--- src/rtl/rom_fetch_sequencer_pkg.sv ---
// Shared definitions for the instruction-fetch sequencer, the instruction ROM and the core.
package rom_fetch_sequencer_pkg;

  localparam int unsigned ROM_ADDR_WIDTH = 8;
  localparam int unsigned ROM_DATA_WIDTH = 8;

  localparam logic [7:0] DEF_RESET_ADDR  = 8'h00;
  localparam logic [7:0] DEF_IRQ0_VECTOR = 8'hFE;
  localparam logic [7:0] DEF_IRQ1_VECTOR = 8'hFF;

  typedef enum logic [1:0] {
    BOOT = 2'd0,
    RUN  = 2'd1,
    VEC  = 2'd2
  } fetch_state_e;

endpackage

--- src/rtl/rom_fetch_sequencer_irq_priority.sv ---
// Fixed-priority encoder for the two interrupt lines; bit 0 wins.
module rom_fetch_sequencer_irq_priority (
  input  logic [1:0] req,
  output logic       any,
  output logic       sel,
  output logic [1:0] ack
);

  always_comb begin
    any = |req;
    sel = ~req[0] & req[1];
    ack = {sel, req[0]};
  end

endmodule

--- src/rtl/rom_fetch_sequencer.sv ---
// Instruction-fetch controller driving a 1-cycle registered ROM; handles stall, branch and
// vectored interrupts whose handler addresses are read indirectly from ROM.
module rom_fetch_sequencer
  import rom_fetch_sequencer_pkg::*;
#(
  parameter int unsigned           ADDR_WIDTH  = ROM_ADDR_WIDTH,
  parameter int unsigned           DATA_WIDTH  = ROM_DATA_WIDTH,
  parameter logic [ADDR_WIDTH-1:0] RESET_ADDR  = DEF_RESET_ADDR,
  parameter logic [ADDR_WIDTH-1:0] IRQ0_VECTOR = DEF_IRQ0_VECTOR,
  parameter logic [ADDR_WIDTH-1:0] IRQ1_VECTOR = DEF_IRQ1_VECTOR
) (
  input  logic                  CLK,
  input  logic                  RESET,
  output logic [ADDR_WIDTH-1:0] ROM_ADDR,
  input  logic [DATA_WIDTH-1:0] ROM_DATA,
  output logic [DATA_WIDTH-1:0] INSTR,
  output logic [ADDR_WIDTH-1:0] INSTR_ADDR,
  output logic                  INSTR_VALID,
  input  logic                  INSTR_READY,
  input  logic                  BRANCH_EN,
  input  logic [ADDR_WIDTH-1:0] BRANCH_ADDR,
  input  logic [1:0]            IRQ_REQ,
  input  logic                  IRQ_DONE,
  output logic [1:0]            IRQ_ACK,
  output logic [ADDR_WIDTH-1:0] RET_ADDR
);

  fetch_state_e          state;
  logic [ADDR_WIDTH-1:0] pc;
  logic [ADDR_WIDTH-1:0] pc_inc;
  logic [ADDR_WIDTH-1:0] next_addr;
  logic                  masked;
  logic                  valid;
  logic [1:0]            ack;
  logic [ADDR_WIDTH-1:0] ret_addr;
  logic                  irq_any;
  logic                  irq_sel;
  logic [1:0]            irq_onehot;
  logic                  handshake;
  logic                  take;

  rom_fetch_sequencer_irq_priority u_irq_priority (
    .req (IRQ_REQ),
    .any (irq_any),
    .sel (irq_sel),
    .ack (irq_onehot)
  );

  always_comb begin
    pc_inc    = pc + ADDR_WIDTH'(1);
    handshake = (state == RUN) && INSTR_READY;
    take      = handshake && !masked && irq_any;
  end

  // Next fetch address; pc follows it every edge so ROM_DATA always holds ROM[pc].
  always_comb begin
    next_addr = RESET_ADDR;
    unique case (state)
      BOOT: next_addr = RESET_ADDR;
      RUN: begin
        if (!INSTR_READY)   next_addr = pc;
        else if (take)      next_addr = irq_sel ? IRQ1_VECTOR : IRQ0_VECTOR;
        else if (BRANCH_EN) next_addr = BRANCH_ADDR;
        else                next_addr = pc_inc;
      end
      VEC:     next_addr = ADDR_WIDTH'(ROM_DATA);
      default: next_addr = RESET_ADDR;
    endcase
  end

  always_ff @(posedge CLK or posedge RESET) begin
    if (RESET) begin
      state    <= BOOT;
      pc       <= RESET_ADDR;
      valid    <= 1'b0;
      ack      <= 2'b00;
      ret_addr <= '0;
      masked   <= 1'b0;
    end else begin
      pc  <= next_addr;
      ack <= 2'b00;
      // A take in the same cycle as IRQ_DONE keeps interrupts masked.
      if (take)          masked <= 1'b1;
      else if (IRQ_DONE) masked <= 1'b0;
      unique case (state)
        BOOT: begin
          state <= RUN;
          valid <= 1'b1;
        end
        RUN: begin
          if (take) begin
            ret_addr <= BRANCH_EN ? BRANCH_ADDR : pc_inc;
            ack      <= irq_onehot;
            state    <= VEC;
            valid    <= 1'b0;
          end
        end
        VEC: begin
          state <= RUN;
          valid <= 1'b1;
        end
        default: begin
          state <= BOOT;
          valid <= 1'b0;
        end
      endcase
    end
  end

  always_comb begin
    ROM_ADDR    = next_addr;
    INSTR       = ROM_DATA;
    INSTR_ADDR  = pc;
    INSTR_VALID = valid;
    IRQ_ACK     = ack;
    RET_ADDR    = ret_addr;
  end

endmodule

--- config.mk ---
export PLATFORM = sky130hd
export DESIGN_NAME = rom_fetch_sequencer
export DESIGN_NICKNAME = d
export VERILOG_FILES = /design/src/rtl/rom_fetch_sequencer_pkg.sv /design/src/rtl/rom_fetch_sequencer_irq_priority.sv /design/src/rtl/rom_fetch_sequencer.sv
export SDC_FILE = /design/constraint.sdc
export NUM_CORES = 1
export LEC_CHECK = 0
export CORE_MARGIN = 2
export CORE_UTILIZATION = 60
export DETAILED_ROUTE_END_ITERATION = 10
export DONT_BUFFER_PORTS = 1
export GPL_ROUTABILITY_DRIVEN = 0
export HOLD_SLACK_MARGIN = 0.15
export MAX_ROUTING_LAYER = met4
export PLACE_DENSITY = 0.81
export RECOVER_POWER = 100
export SLEW_MARGIN = 0
export SYNTH_ARGS = -nofsm -noshare
export SYNTH_HDL_FRONTEND = slang
export SYNTH_SLANG_ARGS = --single-unit
--- constraint.sdc ---
create_clock -name CLK -period 3.4 [get_ports CLK]
set_input_delay 0.68 -clock CLK [delete_from_list [all_inputs] [get_ports CLK]]
set_output_delay 0.68 -clock CLK [all_outputs]
set_load 0.05 [all_outputs]
# Word level (Yosys, flattened, before mapping)

Index checks and enable logic that the tools add are counted.
W data, S select, Z words.

Reductions and logical operators: 9
Multipliers: 0
Bitwise gates (word level): 2
Muxes and demuxes: 13
$lt $le $gt $ge: 0
Div/mod/pow operators: 0
$add $sub $neg: 1
Eq/ne operators: 3
Shift operators: 0

Operator list:

| operator              | count |
|---|---|
| $mux W8               | 3 |
| $pmux W8 S2           | 1 |
| $add A8 B1 Y8 const B | 1 |
| $mux W2               | 3 |
| $mux W1               | 4 |
| $pmux W2 S2           | 1 |
| $reduce_or A2 Y1      | 2 |
| $logic_and A1 B1 Y1   | 3 |
| $eq A2 B1 Y1 const B  | 1 |
| $eq A2 B2 Y1 const B  | 1 |
| $logic_not A2 Y1      | 1 |
| $ne A2 B2 Y1 const B  | 1 |
| $pmux W1 S2           | 1 |
| $reduce_and A2 Y1     | 1 |
| $reduce_bool A2 Y1    | 1 |
| $and A1 B1 Y1         | 1 |
| $logic_not A1 Y1      | 1 |
| $not A1 Y1            | 1 |

Register bits: 22
Memories: 0
Memory bits (read-only): 0
Memory bits (writable): 0
Latch bits: 0

# Depth between registers and ports, before layout

Depth after elaboration: 7
Depth in mapped cells: 7
Depth with buffers taken out: 6

# Cells and area by module

A second synthesis with hierarchy kept.

Cell total of the unflattened synthesis: 166
Area, all modules: 1,437.6 sq um

By module, submodules not included:

| module                           | times used | area each (sq um) | cells each | seq. area each (sq um) |
|---|---|---|---|---|
| rom_fetch_sequencer              | 1          | 1,410.1           | 162        | 550.5 |
| rom_fetch_sequencer_irq_priority | 1          | 27.5              | 4          | 0.0 |

# Least setup slack after synthesis

OpenSTA, ideal clock, no wires.

Path type: register to output
Start point: register pc[0] (netlist: INSTR_ADDR[0])
End point: output port ROM_ADDR[2]
Cell stages (with the launch flop): 6
Data arrival time: 2,564 ps
Path slack: 156 ps
Cell sequence: dfrtp_1 -> ha_1 -> xnor2_1 -> o21ai_0 -> o221ai_1 -> a21boi_0

Word-level cells in the longest chain between the ends: 5

RTL lines:

| what                   | line                      | text |
|---|---|---|
| from (decl)            | rom_fetch_sequencer.sv:29 | `logic [ADDR_WIDTH-1:0] pc;` |
| from (signal assigned) | rom_fetch_sequencer.sv:80 | `pc <= next_addr;` |
| $add A8 B1 Y8          | rom_fetch_sequencer.sv:50 | `pc_inc = pc + ADDR_WIDTH'(1);` |
| $mux W8                | rom_fetch_sequencer.sv:63 | `else if (BRANCH_EN) next_addr = BRANCH_ADDR;` |
| $mux W8                | rom_fetch_sequencer.sv:62 | `else if (take) next_addr = irq_sel ? IRQ1_VECTOR : IRQ0_VECTOR;` |
| $mux W8                | rom_fetch_sequencer.sv:61 | `if (!INSTR_READY) next_addr = pc;` |
| $pmux W8 S2            | rom_fetch_sequencer.sv:58 | `unique case (state)` |
| to (decl)              | rom_fetch_sequencer.sv:14 | `output logic [ADDR_WIDTH-1:0] ROM_ADDR,` |

No other way between the ends.

# Worst setup path in the final report

Start point: register state[1]
End point: output port ROM_ADDR[0]

Word-level cells in the longest chain between the ends: 7
Elaborated cells between the ends (all ways): 8
Classes of those cells: 2 x eq/ne; 3 x mux; 3 x reduce/logical

RTL lines:

| what                             | line                                                 | text |
|---|---|---|
| from (decl)                      | rom_fetch_sequencer.sv:28                            | `fetch_state_e state;` |
| from (signal assigned)           | rom_fetch_sequencer.sv:73                            | `state <= BOOT;` |
| from (signal assigned)           | rom_fetch_sequencer.sv:87                            | `state <= RUN;` |
| from (signal assigned)           | rom_fetch_sequencer.sv:94                            | `state <= VEC;` |
| $eq A2 B1 Y1                     | rom_fetch_sequencer.sv:51, rom_fetch_sequencer.sv:58 |  |
| $logic_and A1 B1 Y1              | rom_fetch_sequencer.sv:51                            | `handshake = (state == RUN) && INSTR_READY;` |
| $logic_and A1 B1 Y1 (2 in a row) | rom_fetch_sequencer.sv:52                            | `take = handshake && !masked && irq_any;` |
| $mux W8                          | rom_fetch_sequencer.sv:62                            |  |
| $mux W8                          | rom_fetch_sequencer.sv:61                            |  |
| $pmux W8 S2 (*)                  | rom_fetch_sequencer.sv:58                            |  |

Mark *: on every way between the ends. The rest lies on a longest branch, timed or not.

==> flow_summary_export.csv <==
group,metric,value,unit
status,status,"complete, no violations",
synth,synth_top_family_by_area,"simple AND/OR/NAND/NOR gates",
sta,rsz0062_at_grt,"no",
sta,worstMarginPinSlew,820,ps
sta,timing.final.crit_share,94.0,%
final_layout,finalNetCount,171,
global_route,gr-usage-all-layers,26.2,%
die,floorplan.rows,17,
global_route,antenna_found_initial,0,
synth,yosys_warnings,0,
clock_tree,cts_resized,0,
die,coreArea,2150,µm²
place,port_buffers,0,
detailed_routing,drtIter0Drc,51,
synth,ys_types,34,
final_layout,final_common_cell,"dfrtp_1",
critical_path,crit_type,"flop to output port",
synth,synth-xor-area-share,1.98,%
synth,synth_nets,171,
clock_tree,hold_buffers,0,
sta,slew_headroom,45.3,%
detailed_routing,dr_wl_met2,1.48,mm
synth,postSynthCellCount,142,
critical_path,r2r_cells,5,
detailed_routing,viasPerCell,6.33,
clock_tree,clk_pin_slew,120,ps
detailed_routing,drc_errors,0,
detailed_routing,drt-met1-wl,1.12,mm
detailed_routing,dr.pass1.iters,5,
die,start_util,61.8,%
final_layout,mostFrequentLayoutCells,"22 x dfrtp_1, 13 x nand2_1, 12 x o21ai_0, 12 x nand3_1, 7 x inv_1",
sta,timing.hold.ws,402,ps
place,hpwl,2.23,mm
sta,hold_violations,0,
min_path,min_path_type,"input pin to async pin",
detailed_routing,wl,3.04,mm
clock_tree,numCtsBuffers,3,
die,die_h,51.0,µm
detailed_routing,wl_per_cell,18.0,µm
final_layout,drive_gt1_share,12.1,%
synth,synth_enable_flop_cells,0,
critical_path,crit_required,2720,ps
sta,final_max_slew_viol_count,0,
clock_tree,cts.path.max_buffers,2,
global_route,overflow,0,
synth,async_flop_share,100,%
synth,ys_top_cells_by_area,"dfrtp_1 41%, ha_1 5.7%, mux2_2 5.1%, o21ai_0 4.9%, nand3_1 4.5%",
flow_run,drv_cap,0,
synth,synth_mux_area_share,6.69,%
detailed_routing,vias,1069,
die,die_w,51.0,µm
final_layout,area_growth,3.58,%
clock_tree,cts.htree.levels,1,
synth,synth_compound_area_share,17.8,%
synth,synthAdderAreaFrac,5.66,%
global_route,grt_start_max_net_pins,23,
clock_tree,cts_tree,"yes",
critical_path,cp-end-kind,"output port",
sta,setup_viol,0,
pwr,ir_drop,0.864,mV
synth,avgSynthCellArea,9.35,µm²
detailed_routing,met3_length,391,µm
synth,yosysTopAreaCellShare,41.5,%
pwr,power_leakage,0.620,nW
synth,seq_area_frac_synth,41.5,%
pwr,power.density,1150,nW/µm²
detailed_routing,top_layer,"met4",
critical_path,arrival,2520,ps
critical_path,worst-path-max-fanout,15,
global_route,grt_first_pass_wirelength,4.89,mm
sta,final.setup.tns,0,ps
synth,yosys_register_bits,22,
clock_tree,cts-root-buf,"clkbuf_4",
sta,finClkSkew,1.16,ps
sta,fin_crit,3200,ps
synth,yosys.area_share.simple,17.9,%
synth,syn_area,1330,µm²
die,ios,58,
detailed_routing,ant_nets,0,
final_layout,antennaDiodeCount,0,
die,die_area,2600,µm²
clock_tree,insertion_delay,310,ps
global_route,grt_pass1_vias,1028,
clock_tree,post-cts-setup-buffers,0,
critical_path,worst_setup_path_start_kind,"flop",
clock_tree,clock_sinks,22,
sta,fmax,313,MHz
synth,ys.flop_type,"dfrtp_1",
synth,synth_area_leader_cell,"dfrtp_1",
[final timing paths]
kind | startpoint | slack (ps) | endpoint
min | RESET | 400 | RET_ADDR[2]
max | state[1] | 200 | ROM_ADDR[0]
min in group CLK | IRQ_DONE | 450 | masked
max reg2reg | INSTR_ADDR[2] | 1000 | INSTR_ADDR[4]
max in group asynchronous | RESET | 2490 | INSTR_ADDR[6]
min reg2reg | masked | 580 | masked
[critical path, cell delays in order, from the launching register on]
cell	delay, ps
dfrtp_1	410
inv_1	100
ha_1	330
and3b_1	260
o21ai_2	240
a211oi_1	160
o21ai_1	160
clkbuf_1	540
[layout make-up]
| class | instances | area [µm²] |
|---|---|---|
| Inverter | 7 | 26.3 |
| Clock buffer | 3 | 22.5 |
| Sequential cell | 22 | 551 |
| Fill cell | 189 | 773 |
| Timing Repair Buffer | 9 | 46.3 |
| Clock inverter | 1 | 30.0 |
| Multi-Input combinational cell | 99 | 664 |
| Tap cell | 28 | 35.0 |
[power by group]
part           internal [W]  total, W  switching (W)
clock network      0.000119  0.000199      0.0000800
registers          0.000359  0.000678       0.000319
logic              0.000205  0.000699       0.000494
total              0.000683   0.00158       0.000893
[sequential cells by signal, indices dropped and copies added (netlist names)]
name,cells
masked,1
INSTR_ADDR,8
INSTR_VALID,1
state,2
RET_ADDR,8
IRQ_ACK,2
[Yosys cell counts (all sizes together) (5+ instances only)]
cell type / count
nand2: 13
dfrtp: 22
nor2: 6
ha: 6
nand2b: 5
buf: 11
mux2: 7
inv: 7
o21ai: 15
nand3: 13
o21a: 5
[cells by family after synthesis]
kind of cell             after synthesis
adder cells (fa/ha/maj)                6
multiplexers                           8
XOR/XNOR                               3
AND/OR/NAND/NOR                       47
flip-flops                            22
buffers and inverters                 21
AO/OA/AOI/OAI                         35
[routing by layer]
metal  up-vias  GRT usage, %
li1        488             -
met1       503          31.3
met2        72          42.4
met3         6          9.65
met4         0          5.86
met5         -             -
[metrics by stage]
step                      cell area, µm²  utilization, %  cells  setup slack [ps]  total power, W
after detailed placement            1340            62.6    165               636         0.00140
after floorplan                     1330               -    142               156         0.00125
after global placement              1340            62.6    165               715         0.00137
final                               1380            64.0    169               203         0.00158
after global routing                1380            64.0    169              61.3         0.00166
after CTS                           1400            65.0    169               268         0.00160
No activity file was read; power rests on OpenSTA's default activity.
